<file path="src/rtl/muxn_rr.sv">
// rtl/muxn_rr.sv - N:1 mux with manual or round-robin select and a 1-deep registered output slice
module muxn_rr #(
    parameter int BW   = 8,
    parameter int N    = 4,
    parameter int SELW = 2
) (
    input  logic            i_clk,
    input  logic            i_rstn,
    input  logic            i_mode,
    input  logic [SELW-1:0] i_sel,
    input  logic [N-1:0]    i_vld,
    input  logic [N*BW-1:0] i_data,
    output logic [N-1:0]    o_rdy,
    output logic            o_vld,
    output logic [BW-1:0]   o_data,
    output logic [SELW-1:0] o_ch,
    input  logic            i_rdy
);

    logic [SELW-1:0] rr_ptr;
    logic            ld;
    logic            sel_in_range;
    logic            man_found;
    logic            rr_found;
    logic [SELW-1:0] rr_gnt;
    logic            has_gnt;
    logic [SELW-1:0] gnt;
    logic [SELW:0]   cand_sum;
    logic [SELW-1:0] cand;

    assign ld           = !o_vld || i_rdy;
    assign sel_in_range = ({1'b0, i_sel} < (SELW+1)'(N));
    assign man_found    = sel_in_range && i_vld[i_sel];

    // Rotating scan starting at rr_ptr; the first valid channel found wins.
    always_comb begin
        rr_found = 1'b0;
        rr_gnt   = '0;
        cand_sum = '0;
        cand     = '0;
        for (int j = 0; j < N; j++) begin
            cand_sum = {1'b0, rr_ptr} + (SELW+1)'(j);
            if (cand_sum >= (SELW+1)'(N)) begin
                cand_sum = cand_sum - (SELW+1)'(N);
            end
            cand = cand_sum[SELW-1:0];
            if (!rr_found && i_vld[cand]) begin
                rr_found = 1'b1;
                rr_gnt   = cand;
            end
        end
    end

    always_comb begin
        has_gnt = 1'b0;
        gnt     = '0;
        if (ld) begin
            if (i_mode) begin
                has_gnt = rr_found;
                gnt     = rr_gnt;
            end else begin
                has_gnt = man_found;
                gnt     = i_sel;
            end
        end
    end

    assign o_rdy = (i_rstn && has_gnt) ? (N'(1) << gnt) : '0;

    always_ff @(posedge i_clk) begin
        if (!i_rstn) begin
            o_vld  <= 1'b0;
            o_data <= '0;
            o_ch   <= '0;
            rr_ptr <= '0;
        end else if (ld) begin
            if (has_gnt) begin
                o_vld  <= 1'b1;
                o_data <= i_data[gnt*BW +: BW];
                o_ch   <= gnt;
                if (i_mode) begin
                    rr_ptr <= (gnt == SELW'(N-1)) ? '0 : gnt + SELW'(1);
                end
            end else begin
                // Output drained (or already empty) with nothing new to load.
                o_vld <= 1'b0;
            end
        end
    end

endmodule

</file>
<file path="config.mk">
export PLATFORM = sky130hd
export DESIGN_NAME = muxn_rr
export DESIGN_NICKNAME = d
export VERILOG_FILES = /design/src/rtl/muxn_rr.sv
export SDC_FILE = /design/constraint.sdc
export NUM_CORES = 1
export LEC_CHECK = 0
export CAP_MARGIN = 25
export CORE_MARGIN = 2
export CORE_UTILIZATION = 35
export CTS_BUF_LIST = sky130_fd_sc_hd__clkbuf_8
export CTS_CLUSTER_SIZE = 20
export DETAILED_ROUTE_END_ITERATION = 7
export MAX_ROUTING_LAYER = met4
export PLACE_DENSITY = 0.73
export SYNTH_ARGS = -nofsm -noshare
export SYNTH_HDL_FRONTEND = slang
export SYNTH_SLANG_ARGS = --single-unit
</file>
<file path="constraint.sdc">
create_clock -name i_clk -period 1.8 [get_ports i_clk]
set_clock_uncertainty 0.05 [all_clocks]
set_input_delay 0.18 -clock i_clk [delete_from_list [all_inputs] [get_ports i_clk]]
set_output_delay 0.18 -clock i_clk [all_outputs]
set_load 0.1 [all_outputs]
</file>
Yosys cells after proc, flatten, opt, wreduce, memory -nomap -nowiden. Index checks and enable logic that the tools add are counted.

Muxes and demuxes: 29. Add/subtract/negate cells: 8. Reductions and logical operators: 11. Equality and inequality tests: 1. Div/mod/pow operators: 0. Shift-type cells: 2. Magnitude comparators: 9. Bitwise logic cells: 0. $mul: 0.

Operators with widths (number): $shiftx A32 B6 Y8 (1); $mux W2 (11); $lt A2 B3 Y1 const B (5); $mux W1 (12); $bmux W1 S2 (5); $ge A3 B3 Y1 const B (3); $sub A2 B1 Y2 const B (4); $add A2 B2 Y3 const B (2); $logic_and A1 B1 Y1 (4); $logic_not A1 Y1 (4); $mux W4 (1); $shl A1 B2 Y4 const A (1); $add A2 B1 Y3 const B (1); $ge A2 B3 Y1 const B (1); $reduce_and A3 Y1 (1); $add A2 B1 Y2 const B (1); $eq A2 B2 Y1 const B (1); $reduce_and A2 Y1 (1); $logic_or A1 B1 Y1 (1).

Latch bits: 0. RAM bits: 0. Register bits: 13. Output and inout port bits: 15. ROM bits: 0. Memories: 0. Input bits: 42.

Logic depth before layout (Yosys ltp). Gate-level depths: netlist of run 1.

Depth after elaboration: 18. Mapped depth: 11. Mapped depth without buffers: 7.

Worst setup path after synthesis of run 1. Ideal clock, no wire load.

Path type: register -> output. Start: reg o_vld. End: out o_rdy[1]. Required time: 1570 ps. Stages on the path, launching flop included: 8. Path slack: -2244 ps. Arrival time: 3814 ps. Cell sequence: dfxtp_1 > nor2b_1 > nor3_2 > a22o_1 > buf_6 > buf_12 > inv_6 > nor3_1.

Cells in the longest elaborated chain, start to end: 5. Elaborated cells between the ends (all ways): 7. Classes of those cells: shift (1); mux (3); reduce/logical (3).

Ends and longest elaborated chain: from (decl) (RTL line 14) `output logic o_vld,`; from (signal assigned) (RTL line 72) `o_vld <= 1'b0;`; from (signal assigned) (RTL line 78) `o_vld <= 1'b1;`; from (signal assigned) (RTL line 86) `o_vld <= 1'b0;`; $logic_not A1 Y1 (*) (RTL line 31) `assign ld = !o_vld || i_rdy;`; $logic_or A1 B1 Y1 (*) (RTL line 31); $mux W2 / $mux W1 (equally long branches) (RTL line 57) `if (ld) begin`; $shl A1 B2 Y4 / $logic_and A1 B1 Y1 (equally long branches) (RTL line 68) `assign o_rdy = (i_rstn && has_gnt) ? (N'(1) << gnt) : '0;`; $mux W4 (*) (RTL line 68); to (decl) (RTL line 13) `output logic [N-1:0] o_rdy,`.

Mark *: on every way between the ends. The rest lies on a longest branch, timed or not.

Worst setup path in the final report of run 1.
Start: reg rr_ptr[1]. End: out o_rdy[0].

Cells in the longest elaborated chain, start to end: 18. Elaborated cells between the ends (all ways): 44. Classes of those cells: add/sub (7); order compare (4); shift (1); mux (25); reduce/logical (7).

Ends and longest elaborated chain: from (decl) (RTL line 20) `logic [SELW-1:0] rr_ptr;`; from (signal assigned) (RTL line 82) `rr_ptr <= (gnt == SELW'(N-1)) ? '0 : gnt + SELW'(1);`; parallel branches: the longest is 17 deep, another holds $add A2 B1 Y3; $mux W4 (*) (RTL line 68).

Mark *: on every way between the ends. The select of a mux whose other input is x is not followed.

==> results.yml, run 1 <==
run_status:
  outcome: "finished, violations left"
  violations: "setup timing"
floorplanning:
  fp.dieArea_um2: 4000
  fp-row-count: 21
  ios: 57
  core-area_um2: 3360
  initial_core_util_pct: 36.5
  dieWidth_um: 63.3
  die_h_um: 63.3
sta:
  setup-tns-final_ps: -986
  maxSlewViolCount: 0
  min_period_over_period_pct: 113
  max_freq_mhz: 490
  worst_hold_slack_ps: 436
  layout_setup_ws_ps: -242
  fin_crit_ps: 2040
  hold_violations: 0
  setup_viol: 11
  timing.slew.headroom_pct: 75.1
  worst_slew_pin_slew_ps: 374
  rsz0062_at_grt: "yes"
grt:
  grt.busiest_layer: "met2"
  grt_antenna_before_repair: 0
  grt_start_max_net_pins: 17
  grtUsageMet3_pct: 3.57
  grt.met1_usage_pct: 24.6
  first_global_vias: 1513
  overflow: 0
  grt_use_met2_pct: 38.7
  grt_pass1_wl_mm: 6.89
  grt_use_total_pct: 21.9
final_layout:
  final_util_pct: 73.1
  n_fill_cell: 261
  final_area_um2: 2460
  drive_above_1_share_pct: 52.3
  regArea_um2: 269
  layout.nets: 267
  multi_input_area_um2: 1180
  area_growth_syn_to_layout_pct: 100
  instances_no_fill: 268
  diodes: 0
clock_tree:
  clock_latency_ps: 250
  hold_buffers: 0
  cts_tree: "built"
  cts.htree.levels: 1
  clockBufferDepth: 2
  cts_made_buffers: 3
  clk_pin_slew_ps: 60
  clock-sinks: 13
  cts_root_buf: "clkbuf_8"
yosys:
  yosysTopAreaCellShare_pct: 21.2
  ys_top_cells_by_count: "inv_1, a221oi_1, dfxtp_1, nand3_1"
  synth_area_um2: 1230
  synth.avg_cell_area_um2: 8.59
  syn_nets: 187
  synth_edf_count: 0
  synth-seq-area-share_pct: 21.2
  synth-seq-cells: 13
  ys_warn_count: 0
  syn-instance-count: 143
  synth_most_common_cell: "inv_1"
  async_reset_ff_share_pct: 0
  synth-main-ff-cell: "dfxtp_1"
  yosys-top-cells-area: "dfxtp_1, a221oi_1, a211oi_2, inv_1, o31ai_2"
  synth_area_leader_cell: "dfxtp_1"
  synth_cell_types: 40
min_path:
  min_from: "o_data[3]"
  hold_end: "o_data[3]"
  hold_path_class: "flip-flop to flip-flop"
  hold_depth: 2
setup_path:
  path_class: "flip-flop to primary output"
  path_max_fanout: 5
  setup.worst_path.end_class: "primary output"
  cp_slowest_cell: "dfxtp_4"
  cp_cell_sequence: "a21boi_2 -> o221a_1 -> a22o_4 -> inv_8 -> ha_4 -> inv_2 -> nor2_4 -> buf_12"
  reg2reg_to: "o_data[5]"
  setup.worst_path.start: "rr_ptr[1]"
  cp.required_ps: 1570
  reg2reg_from: "rr_ptr[1]"
  rrSetupSlack_ps: -40
  slowest_delay_ps: 380
  r2r_cells: 7
  worstPathArrival_ps: 1810
  start_kind: "flip-flop"
drt:
  first_iter_violations: 56
  wl_per_cell_um: 18.3
  avgViaCountPerCell: 5.65
  num_vias: 1515
  remaining_drc_errors: 0
  ant_nets: 0
  drt-total-wl_mm: 4.91
  first_pass_iters: 4
job:
  maxCapViolCount: 0
power:
  leakage_nw: 0.972
  ir_worst_vdd_mv: 0.316
  powerDensity_nw_per_um2: 742
  power_mw: 1.83
place:
  pre_cts_ws_ps: -519
  place_area_um2: 2040
  dp_hpwl_mm: 3.05
  gp_congestion: 0.865
  dp.cells: 262
  io_buffers: 56
-- metal layers --
| metal | up-vias | part of all wire (%) | wire (um) |
|---|---|---|---|
| met1 | 743 | 36 | 1780 |
| met4 | 0 | 2.5 | 123 |
| met2 | 63 | 56 | 2740 |
| li1 | 694 | - | - |
| met3 | 15 | 5.4 | 266 |
| met5 | - | 0 | 0 |
-- where the power goes --
| group | switching, mW | internal [mW] |
|---|---|---|
| clock | 0.111 | 0.151 |
| combinational | 0.753 | 0.453 |
| sequential | 0.0293 | 0.329 |
| total | 0.893 | 0.933 |
-- cell type report --
cell class / instances / share of cell area, %
Tap cell: 46 / 2.34
Clock buffer: 3 / 1.68
Sequential cell: 13 / 10.9
Clock inverter: 1 / 0.153
Timing Repair Buffer: 86 / 33.0
Inverter: 23 / 3.81
Multi-Input combinational cell: 96 / 48.1
-- layout by cell type (no fill, tap or decap), drive strengths merged, types with 3 or more instances in the layout --
| cell | n |
|---|---|
| a211oi | 17 |
| a221oi | 17 |
| buf | 48 |
| clkbuf | 3 |
| clkdlybuf4s15 | 3 |
| clkdlybuf4s50 | 33 |
| dfxtp | 13 |
| inv | 24 |
| mux2i | 4 |
| nand2 | 3 |
| nand2b | 3 |
| nand3 | 10 |
| nor2 | 9 |
| nor2b | 3 |
| nor3 | 3 |
| o31ai | 8 |
-- worst max-delay path: cells and delay by family, from the launching register on --
family                     cells  cell delay (ps)
and+or+nand+nor                1              120
adders and majority gates      1              120
DFF                            1              380
AOI/OAI and AO/OA              3              630
buffers and inverters          3              300
-- registers in the layout (all words and copies together) (netlist names) --
name    count
rr_ptr      2
o_data      8
o_ch        2
o_vld       1
-- cell families after synthesis --
kind of cell / share of synthesized area [%]
AO/OA/AOI/OAI: 40.8
adder cells (fa/ha/maj): 2.04
buffers and inverters: 14.6
flip-flops: 21.2
multiplexers: 5.09
AND/OR/NAND/NOR: 16.3
-- worst max-delay path by stage --
stage                           end  slack (ps)
after floorplan            o_rdy[3]        -600
after global placement     o_rdy[2]        -480
after detailed placement  o_data[6]        -520
after CTS                  o_rdy[0]        -200
after global routing       o_rdy[0]        -290
final                      o_rdy[0]        -240
-- timing repair --
item | 4_1_cts | 5_1_grt
gates cloned | 0 | 0
pin swaps | 9 | 28
buffers inserted | 4 | 1
endpoints found under the hold margin | 0 | 0
endpoints found under the setup margin | 15 | 12
resized for setup | 61 | 28
Power figures use the tool's default switching activity.
==> run 2: changes to the inputs <==
Settings changed: SKIP_LAST_GASP set to 1.
==> run 2 against run 1 <==
  * The flow still finishes with violations (setup timing)
  * Highest routed layer unchanged
  * Routed wire length up 6.3%
  * Utilization up 1.5 points
  * Critical path depth unchanged
  * Largest cell class unchanged
==> results.yml, run 2 (same netlist as run 1, synthesis figures left out) <==
final_layout:
  largest-register: "o_data"
  mostFrequentLayoutCells: "buf_4, clkdlybuf4s50_1, inv_1, a211oi_4, dfxtp_1"
  mostFrequentLayoutCell: "buf_4"
  final_util_pct: 74.7
  largest_reg_flops: 8
  area_growth_syn_to_layout_pct: 104
  diodes: 0
  instances_no_fill: 270
  n_fill_cell: 249
  layout.nets: 269
  drive_above_1_share_pct: 53.6
  reg_top3: "o_data: 8 flops, o_ch: 2 flops, rr_ptr: 2 flops"
min_path:
  hold_path_class: "flip-flop to flip-flop"
setup_path:
  cp_slowest_cell: "dfxtp_4"
  path_class: "flip-flop to primary output"
  worstPathArrival_ps: 1840
  setup.worst_path.end_class: "primary output"
  start_kind: "flip-flop"
  slowest_delay_ps: 380
  cp.required_ps: 1570
  path_max_fanout: 5
  cp_cell_sequence: "buf_6 -> nand2_4 -> a221o_1 -> nand3_4 -> ha_4 -> inv_2 -> nor2_4 -> buf_12"
  cp_top_family: "flip-flops"
  crit_buf_inv: 3
clock_tree:
  clock_latency_ps: 240
  clk_pin_slew_ps: 60
  clockBufferDepth: 2
  cts_tree: "built"
  cts.htree.levels: 1
  hold_buffers: 0
  cts_root_buf: "clkbuf_8"
  cts_made_buffers: 3
  clock-sinks: 13
power:
  powerDensity_nw_per_um2: 740
  ir_worst_vdd_mv: 0.320
  leakage_nw: 0.990
grt:
  overflow: 0
  grt_start_max_net_pins: 17
  grt_pass1_wl_mm: 6.89
  grt.met1_usage_pct: 25.1
  grt.busiest_layer: "met2"
  grtUsageMet3_pct: 3.21
  grt_use_met2_pct: 37.4
  grt_antenna_before_repair: 0
  first_global_vias: 1514
  grt_use_total_pct: 21.8
drt:
  avgViaCountPerCell: 5.60
  drt-total-wl_mm: 5.22
  first_pass_iters: 4
  remaining_drc_errors: 0
  first_iter_violations: 87
  num_vias: 1511
  wl_per_cell_um: 19.3
  ant_nets: 0
sta:
  maxSlewViolCount: 0
  setup-tns-final_ps: -1200
  worst_slew_pin_slew_ps: 365
  min_period_over_period_pct: 115
  max_freq_mhz: 483
  layout_setup_ws_ps: -272
  worst_hold_slack_ps: 436
  rsz0062_at_grt: "yes"
  fin_crit_ps: 2070
  hold_violations: 0
  timing.slew.headroom_pct: 75.7
  setup_viol: 11
floorplanning:
  die_h_um: 63.3
  fp.dieArea_um2: 4000
  ios: 57
  core-area_um2: 3360
  fp-row-count: 21
  initial_core_util_pct: 36.5
  dieWidth_um: 63.3
place:
  pre_cts_ws_ps: -519
  dp.cells: 262
  dp_hpwl_mm: 3.05
  gp_congestion: 0.865
  io_buffers: 56
run_status:
  violations: "setup timing"
  outcome: "finished, violations left"
job:
  maxCapViolCount: 0
## run 2: layout make-up
type                            count  area [um2]  area share, %
Timing Repair Buffer               88         832           33.1
Clock inverter                      1        3.75          0.149
Multi-Input combinational cell     96        1210           48.3
Clock buffer                        3        41.3           1.64
Sequential cell                    13         269           10.7
Tap cell                           46        57.6           2.29
Inverter                           23        93.8           3.74
## run 2: routing by layer
metal	part of all wire [%]	vias up
met1	39	747
met5	0	-
met4	2.1	0
met2	55	50
li1	-	705
met3	3.9	9
## run 2: worst register-to-register path: cells and delay by family, from the launching register on
family	cells	cell delay (ps)
AOI/OAI and AO/OA	5	1050
DFF	1	380
buffers and inverters	2	330
## run 2: report_power, final
part           internal, mW  switching [mW]
logic                 0.473           0.775
registers             0.329          0.0288
clock network         0.150           0.102
## run 2: final timing paths
kind	cells after the start	slack, ps	end	from
setup / recovery	8	-270	o_rdy[0]	rr_ptr[1]
hold / removal	2	440	o_data[3]	o_data[3]
setup reg to reg	7	-120	o_data[5]	rr_ptr[1]
hold reg to reg	2	440	o_data[3]	o_data[3]
## run 2: timing repair
action,CTS,global route
buffers inserted,4,2
setup endpoints to repair,15,12
pin swaps,9,32
resized for setup,59,37
## run 2: stage by stage
stage	area, um2	total power, mW
global placement	2040	1.28
detailed placement	2040	1.30
floorplan	1290	1.01
finish	2510	1.86
CTS	2270	1.67
global route	2510	1.92
